`src/rtl/serial_adder.sv`:
```
// serial_adder: bit-serial unsigned adder with a start/done handshake.
//
// One full-adder cell plus a carry flip-flop process the operands LSB first,
// one bit per clock. The sum bits are collected in a result shift register.
// The modulo-2^WIDTH sum and the carry-out are then presented on registered
// outputs.
//
// Parameters:
//   WIDTH  operand/result width in bits (>= 2)
//
// Ports:
//   clk    rising-edge clock
//   reset  synchronous, active-high reset
//   start  request an addition (only looked at in IDLE)
//   a, b   operands, captured on the edge that accepts start
//   out    (a+b) mod 2^WIDTH, updated on the final RUN edge
//   cout   carry out of the MSB, updated with out
//   busy   high while the serial addition is running
//   done   one-cycle pulse when out/cout have just been updated
module serial_adder #(
  parameter int WIDTH = 4
) (
  input  logic             clk,
  input  logic             reset,
  input  logic             start,
  input  logic [WIDTH-1:0] a,
  input  logic [WIDTH-1:0] b,
  output logic [WIDTH-1:0] out,
  output logic             cout,
  output logic             busy,
  output logic             done
);

  localparam int CW = (WIDTH > 2) ? $clog2(WIDTH) : 1;
  localparam logic [CW-1:0] LAST = CW'(WIDTH - 1);

  typedef enum logic [1:0] {
    IDLE = 2'd0,
    RUN  = 2'd1,
    DONE = 2'd2
  } state_t;

  state_t state, state_next;

  logic [WIDTH-1:0] sa, sb, res, res_next;
  logic             c, c_next, s, last;
  logic [CW-1:0]    cnt;

  function automatic logic fa_sum(input logic x, input logic y, input logic ci);
    return x ^ y ^ ci;
  endfunction

  function automatic logic fa_carry(input logic x, input logic y, input logic ci);
    return (x & y) | (x & ci) | (y & ci);
  endfunction

  assign s      = fa_sum(sa[0], sb[0], c);
  assign c_next = fa_carry(sa[0], sb[0], c);
  assign last   = (cnt == LAST);

  // New sum bit enters at the MSB; after WIDTH shifts bit 0 holds the LSB.
  assign res_next = (res >> 1) | (WIDTH'(s) << (WIDTH - 1));

  always_ff @(posedge clk) begin
    if (reset) state <= IDLE;
    else       state <= state_next;
  end

  always_comb begin
    state_next = state;
    case (state)
      IDLE:    if (start) state_next = RUN;
      RUN:     if (last)  state_next = DONE;
      DONE:    state_next = IDLE;
      default: state_next = IDLE;
    endcase
  end

  assign busy = (state == RUN);
  assign done = (state == DONE);

  // Control and visible result: cleared by reset. out/cout hold until the
  // final RUN edge of the next operation.
  always_ff @(posedge clk) begin
    if (reset) begin
      c    <= 1'b0;
      cnt  <= '0;
      out  <= '0;
      cout <= 1'b0;
    end else begin
      case (state)
        IDLE: begin
          if (start) begin
            c   <= 1'b0;
            cnt <= '0;
          end
        end
        RUN: begin
          c <= c_next;
          if (last) begin
            out  <= res_next;
            cout <= c_next;
          end else begin
            cnt <= cnt + CW'(1);
          end
        end
        default: ;
      endcase
    end
  end

  // Operand and partial-sum shift registers: pure datapath, no reset needed
  // because they are always reloaded on an accepted start.
  always_ff @(posedge clk) begin
    if (state == IDLE && start) begin
      sa  <= a;
      sb  <= b;
      res <= '0;
    end else if (state == RUN) begin
      sa  <= sa >> 1;
      sb  <= sb >> 1;
      res <= res_next;
    end
  end

endmodule

```
`config.mk`:
```
export PLATFORM = sky130hd
export DESIGN_NAME = serial_adder
export DESIGN_NICKNAME = d
export VERILOG_FILES = /design/src/rtl/serial_adder.sv
export SDC_FILE = /design/constraint.sdc
export NUM_CORES = 1
export LEC_CHECK = 0
export ABC_CLOCK_PERIOD_IN_PS = 1660
export CAP_MARGIN = 20
export CORE_MARGIN = 2
export CORE_UTILIZATION = 48
export CTS_CLUSTER_DIAMETER = 40
export DETAILED_ROUTE_END_ITERATION = 10
export GPL_ROUTABILITY_DRIVEN = 0
export GPL_TIMING_DRIVEN = 0
export PLACE_DENSITY = 0.76
export REMOVE_ABC_BUFFERS = 1
export SYNTH_ARGS = -nofsm -noshare
export SYNTH_HDL_FRONTEND = slang
export SYNTH_SLANG_ARGS = --single-unit
```
`constraint.sdc`:
```
create_clock -name clk -period 1.66 [get_ports clk]
set_input_delay 0.332 -clock clk [delete_from_list [all_inputs] [get_ports clk]]
set_output_delay 0.332 -clock clk [all_outputs]
set_load 0.005 [all_outputs]
```
==> results of run 1 <==
==> worst min-delay path by stage <==
| stage | from | endpoint | cells after the start |
|---|---|---|---|
| after floorplan | reset | cnt[0] | 1 |
| after global placement | out[3] | out[3] | 2 |
| after detailed placement | out[3] | out[3] | 2 |
| after CTS | out[3] | out[3] | 2 |
| after global routing | out[2] | out[2] | 2 |
| final | cout | cout | 2 |
==> where the power goes <==
group          switching (mW)  internal, mW  leakage, nW
Clock                   0.158        0.0900       0.0177
Sequential             0.0177         0.581        0.187
Combinational          0.0676        0.0634        0.240
Total                   0.243         0.734        0.445
==> critical path: cells and delay by family <==
family                 cells  cell delay [ns]
and+or+nand+nor            2             0.82
buffers and inverters      1             0.48
==> Yosys cell counts <==
| library cell | instances |
|---|---|
| a21oi_1 | 11 |
| a21oi_2 | 1 |
| and2_1 | 2 |
| and2b_2 | 1 |
| buf_2 | 2 |
| clkbuf_1 | 2 |
| dfxtp_1 | 13 |
| edfxtp_1 | 8 |
| fa_1 | 1 |
| ha_1 | 1 |
| inv_1 | 1 |
| nand2_1 | 31 |
| nand2b_1 | 1 |
| nand3_1 | 8 |
| nand3b_1 | 2 |
| nor2_1 | 1 |
| nor3b_1 | 1 |
| or2_0 | 1 |
| or3b_2 | 1 |
| or3b_4 | 1 |
==> through the flow <==
step           cells  setup slack (ns)  setup TNS, ns
6_report         135            0.0412              0
5_1_grt          135            0.0276              0
4_1_cts          134           -0.0438        -0.0438
3_5_place_dp     129            -0.396          -5.31
3_3_place_gp     128            -0.456          -7.69
2_1_floorplan     86             0.208              0
==> sequential cells by signal, indices dropped and copies added (netlist names) <==
signal,cells
sb,4
cnt,2
state,2
sa,4
res,3
cout,1
out,4
c,1
==> cell type report <==
class	instances	share of cell area, %
Clock buffer	3	2.03
Clock inverter	1	0.452
Inverter	1	0.339
Multi-Input combinational cell	64	31.4
Sequential cell	21	45.6
Tap cell	25	2.82
Timing Repair Buffer	20	17.3
==> layer usage <==
| metal | vias to the layer above | track usage, % | part of all wire (%) |
|---|---|---|---|
| met5 | - | 0 | 0 |
| met4 | 0 | 8.57 | 1.9 |
| met3 | 3 | 3.53 | 4.8 |
| met2 | 20 | 24.4 | 50 |
| met1 | 306 | 20.3 | 44 |
| li1 | 342 | - | - |
==> cell families after synthesis <==
group,after synthesis,synth area share (%)
and+or+nand+nor,50,27.7
buffers and inverters,5,2.49
adders and majority gates,2,3.81
AOI/OAI and AO/OA,12,7.47
DFF,21,58.6
==> what timing repair did <==
item	CTS	global route
resized for setup	7	3
setup endpoints to repair	10	7
setup buffers	1	1
==> qor.txt, run 1 <==
Synth top area share -> 30.5%
Final setup vio count -> 0
Layout cell share with drive strength beyond 1 -> 15.5%
Crit. End Element -> flop
Core area -> 1710 um2
Initial Util -> 50.0%
R2R Setup Slk -> 0.16 ns
# nets final -> 124
# DRC -> 0
Largest net degree at the start of global routing -> 13
Die span in y -> 46.2 um
Vias in the first global route -> 561
Critical path cell sequence -> clkdlybuf4s50_1 > or3b_2 > nand2_2
Crit path time final -> 1.62 ns
Fin. max-slew vios -> 0
Outcome -> completed
Register bit total from synthesis -> 21
Critical path launch point type -> input port
Count of cell types in the netlist -> 20
GRT Util Overall -> 15.8%
Fillcell total -> 152
Drt first pass iters -> 5
First-pass GRT wire length -> 2320 um
Setup CP Type -> input port to flop
FF-to-FF path depth -> 2
Power density cells -> 882 nW/um2
Final Hold Vio Count -> 0
Worst r2r src -> state[1]
Power, Total -> 0.977 mW
I/O pin total -> 18
Vias -> 671
FP Rows -> 15
Area occupied by multi-input gates -> 348 um2
Hold-fix buffers, CTS -> 0
Clock skew -> 0.00124 ns
Clock Pin Slew Worst Setup and Hold Paths -> 0.12 ns
Synthesized netlist cell count -> 90
Synth area leaders -> dfxtp_1 30%, edfxtp_1 28%, nand2_1 14%
Max_cap viols -> 0
Netlist Area Pre-Place -> 855 um2
FF+latch area -> 505 um2
FF-to-FF End -> sa[0]
Slowest-stage cell, CP -> or3b_2
HP Class -> flop to flop
Fin area -> 1110 um2
Initial antenna violation count -> 0
Max Root-Sink Buffers -> 2
FMAX -> 618 MHz
Largest area contributor in the netlist -> dfxtp_1
Commonest non-fill, non-tap cell in the layout -> nand2_1
Tcrit/Tclk final -> 97.5%
Worst Setup EP -> sa[0]
Yosys Warn Count -> 0
Area grow syn2layout -> 29.6%
RSZ-0062 raised after global routing -> false
CTS root buf -> clkbuf_4
Syn avg cell area -> 9.50 um2
Drt total wl -> 1410 um
H-tree levels -> 1
Port bufs -> 17
Final core utilization -> 64.8%
Routed length per instance -> 10.5 um
Clk_lat worst skew -> 0.30 ns
Most frequent cells in the layout -> 30 x nand2_1, 15 x clkdlybuf4s50_1, 11 x a21oi_1, 11 x dfxtp_1
CTS buffer count -> 3
Die area -> 2130 um2
Worst slew pin tran -> 0.417 ns
Gr ovfl total -> 0
Worst Setup SP -> start
Maximum vdd drop -> 0.562 mV
Sequential share of the synthesized area -> 58.6%
Relative slew slack -> 72.1%
Antenna fix cells -> 0
Hold slack -> 0.461 ns
CP Max Fanout -> 11
WP data arrival -> 1.63 ns
DR vias/cell -> 4.97
Clock Sinks -> 21
Leak -> 0.445 nW
Antenna viol nets, final -> 0
Critical path's largest stage delay -> 0.59 ns
Iteration-0 DRC count of the detailed router -> 8
DP Area -> 1040 um2
CTS tree -> yes
Req. time, crit path -> 1.67 ns
Die span in x -> 46.2 um
Final HPWL DP -> 1010 um
Power figures use the tool's default switching activity.
==> run 2: changes to the inputs <==
--- a/config.mk
+++ b/config.mk
@@ -15,6 +15,7 @@
 export GPL_TIMING_DRIVEN = 0
 export PLACE_DENSITY = 0.76
 export REMOVE_ABC_BUFFERS = 1
+export SKIP_LAST_GASP = 1
 export SYNTH_ARGS = -nofsm -noshare
 export SYNTH_HDL_FRONTEND = slang
 export SYNTH_SLANG_ARGS = --single-unit
==> results of run 2 <==
No change in the layout: final DEF, timing and power equal those of run 1.
==> run 3: changes to the inputs <==
--- a/config.mk
+++ b/config.mk
@@ -5,15 +5,16 @@
 export SDC_FILE = /design/constraint.sdc
 export NUM_CORES = 1
 export LEC_CHECK = 0
-export ABC_CLOCK_PERIOD_IN_PS = 1660
+export ABC_CLOCK_PERIOD_IN_PS = 1300
 export CAP_MARGIN = 20
+export CORE_ASPECT_RATIO = 0.6
 export CORE_MARGIN = 2
-export CORE_UTILIZATION = 48
+export CORE_UTILIZATION = 30
 export CTS_CLUSTER_DIAMETER = 40
 export DETAILED_ROUTE_END_ITERATION = 10
 export GPL_ROUTABILITY_DRIVEN = 0
 export GPL_TIMING_DRIVEN = 0
-export PLACE_DENSITY = 0.76
+export PLACE_DENSITY = 0.54
 export REMOVE_ABC_BUFFERS = 1
 export SKIP_LAST_GASP = 1
 export SYNTH_ARGS = -nofsm -noshare
==> constraint.sdc (replaced) <==
create_clock -name clk -period 1.3 [get_ports clk]
set_input_delay 0.26 -clock clk [delete_from_list [all_inputs] [get_ports clk]]
set_output_delay 0.26 -clock clk [all_outputs]
set_load 0.005 [all_outputs]
==> qor.txt, run 3 (synthesis gave the netlist of run 1 again) <==
Initial Util -> 32.7%
Biggest regs -> out: 4 flops, sa: 4 flops, sb: 4 flops
Placed insts -> 136
Critical path launch point type -> flop
Setup CP Type -> flop to flop
Failing checks -> setup timing
Final Non-Filler Cells -> 150
FF-to-FF End -> cnt[0]
Clock Pin Slew Worst Setup and Hold Paths -> 0.08 ns
Hold path endpoint -> out[0]
Die area -> 3310 um2
Tcrit/Tclk final -> 101%
Leak -> 0.505 nW
Antenna fix cells -> 0
H-tree levels -> 1
Power, Total -> 1.40 mW
Routed wl met3 -> 78 um
Worst slew pin tran -> 0.423 ns
WP data arrival -> 1.49 ns
CP Max Fanout -> 3
Clock Sinks -> 21
Final setup vio count -> 1
FF+latch area -> 515 um2
Final Hold Vio Count -> 0
Most frequent cells in the layout -> 30 x nand2_1, 11 x a21oi_1, 9 x clkdlybuf4s50_1, 9 x buf_4, 8 x edfxtp_1
Final core utilization -> 47.1%
Die span in x -> 72.9 um
DP Area -> 1050 um2
FP Rows -> 14
Final HPWL DP -> 1180 um
Maximum vdd drop -> 0.615 mV
CTS tree -> yes
CTS buffer count -> 3
Hold Path Stages -> 2
RSZ-0062 raised after global routing -> true
First-pass GRT wire length -> 3110 um
Fin area -> 1230 um2
Crit path time final -> 1.31 ns
DR WL met2 -> 824 um
Die span in y -> 45.3 um
Clk_lat worst skew -> 0.26 ns
Core area -> 2610 um2
Power density cells -> 1140 nW/um2
Gr ovfl total -> 0
GRT Util Overall -> 12.7%
Highest Signal Layer -> met4
Drt total wl -> 1880 um
Max Root-Sink Buffers -> 2
Max_cap viols -> 0
I/O pin total -> 18
Antenna viol nets, final -> 0
Routed length per instance -> 12.5 um
HP Class -> flop to flop
Iteration-0 DRC count of the detailed router -> 13
Wl on met1 -> 967 um
Req. time, crit path -> 1.48 ns
Port bufs -> 17
Worst hold start -> out[0]
Area grow syn2layout -> 43.9%
FMAX -> 764 MHz
Drt first pass iters -> 4
Relative slew slack -> 71.7%
R2R Setup Slk -> -0.009 ns
DR vias/cell -> 4.65
Fillcell total -> 251
Setup Slack @ Placement -> -0.700 ns
Commonest non-fill, non-tap cell in the layout -> nand2_1
CTS root buf -> clkbuf_8
Initial antenna violation count -> 0
Layout cell share with drive strength beyond 1 -> 28.0%
Fin. max-slew vios -> 0
# DRC -> 0
# nets final -> 132
Crit. End Element -> flop
Area occupied by multi-input gates -> 393 um2
Outcome -> complete, but fails checks
Worst r2r src -> cnt[0]
Largest net degree at the start of global routing -> 13
Vias in the first global route -> 678
FF-to-FF path depth -> 4
Clock skew -> 0.00357 ns
Hold-fix buffers, CTS -> 0
Vias -> 698
PnR worst setup slack -> -0.00882 ns
## run 3: cell count changes in the layout (fill, tap and decap cells not counted), moves of 3 or more
cell             previous run  this run
dlygate4sd2_1               1         6
buf_4                       2         9
dfxtp_1                    11         7
clkbuf_8                    0         3
clkbuf_4                    3         0
clkdlybuf4s50_1            15         9
## run 3: power breakdown
part	internal (mW)	switching, mW	leakage, nW
clock	0.213	0.213	0.0255
sequential	0.739	0.0251	0.190
combinational	0.109	0.103	0.290
total	1.06	0.341	0.505
## run 3: area by class of cell
| class | instances | area share [%] |
|---|---|---|
| sequential | 21 | 41.9 |
| multi-input combinational | 65 | 31.9 |
| timing repair buffer | 27 | 18.8 |
| clock buffer | 3 | 3.36 |
| tap | 32 | 3.26 |
| clock inverter | 1 | 0.407 |
| inverter | 1 | 0.305 |
## run 3: routing by layer
layer / up-vias / GRT usage [%]
met5: - / 0
met4: 0 / 2.22
met3: 4 / 5.36
met2: 14 / 20.4
met1: 324 / 16.4
li1: 356 / -
## run 3: timing repair
item	4_1_cts	5_1_grt
gates resized for setup	31	6
pin swaps	3	1
setup buffers	6	3
setup endpoints to repair	26	2
gates cloned	1	0
## run 3: worst max path at each step
stage	from	end	slack [ns]	depth (start not counted)
after CTS	state[1]	busy	-0.05	3
final	cnt[0]	cnt[0]	-0.009	4
after detailed placement	start	sa[3]	-0.70	3
after floorplan	state[1]	sa[0]	-0.15	2
after global routing	cnt[0]	cnt[0]	-0.04	4
after global placement	start	sa[3]	-0.75	3
## run 3: worst max-delay path: stages, from the launching register on
cell     delay [ns]
dfxtp_4        0.36
ha_4           0.16
or3b_4         0.38
or2_1          0.23
a21oi_2        0.11
## run 3: stage by stage
step,hold WS (ns),setup TNS (ns)
final,0.454,-0.00882
after global routing,0.473,-0.0425
after CTS,0.456,-0.0582
after floorplan,0.322,-1.30
after global placement,0.443,-14.93
after detailed placement,0.447,-11.08
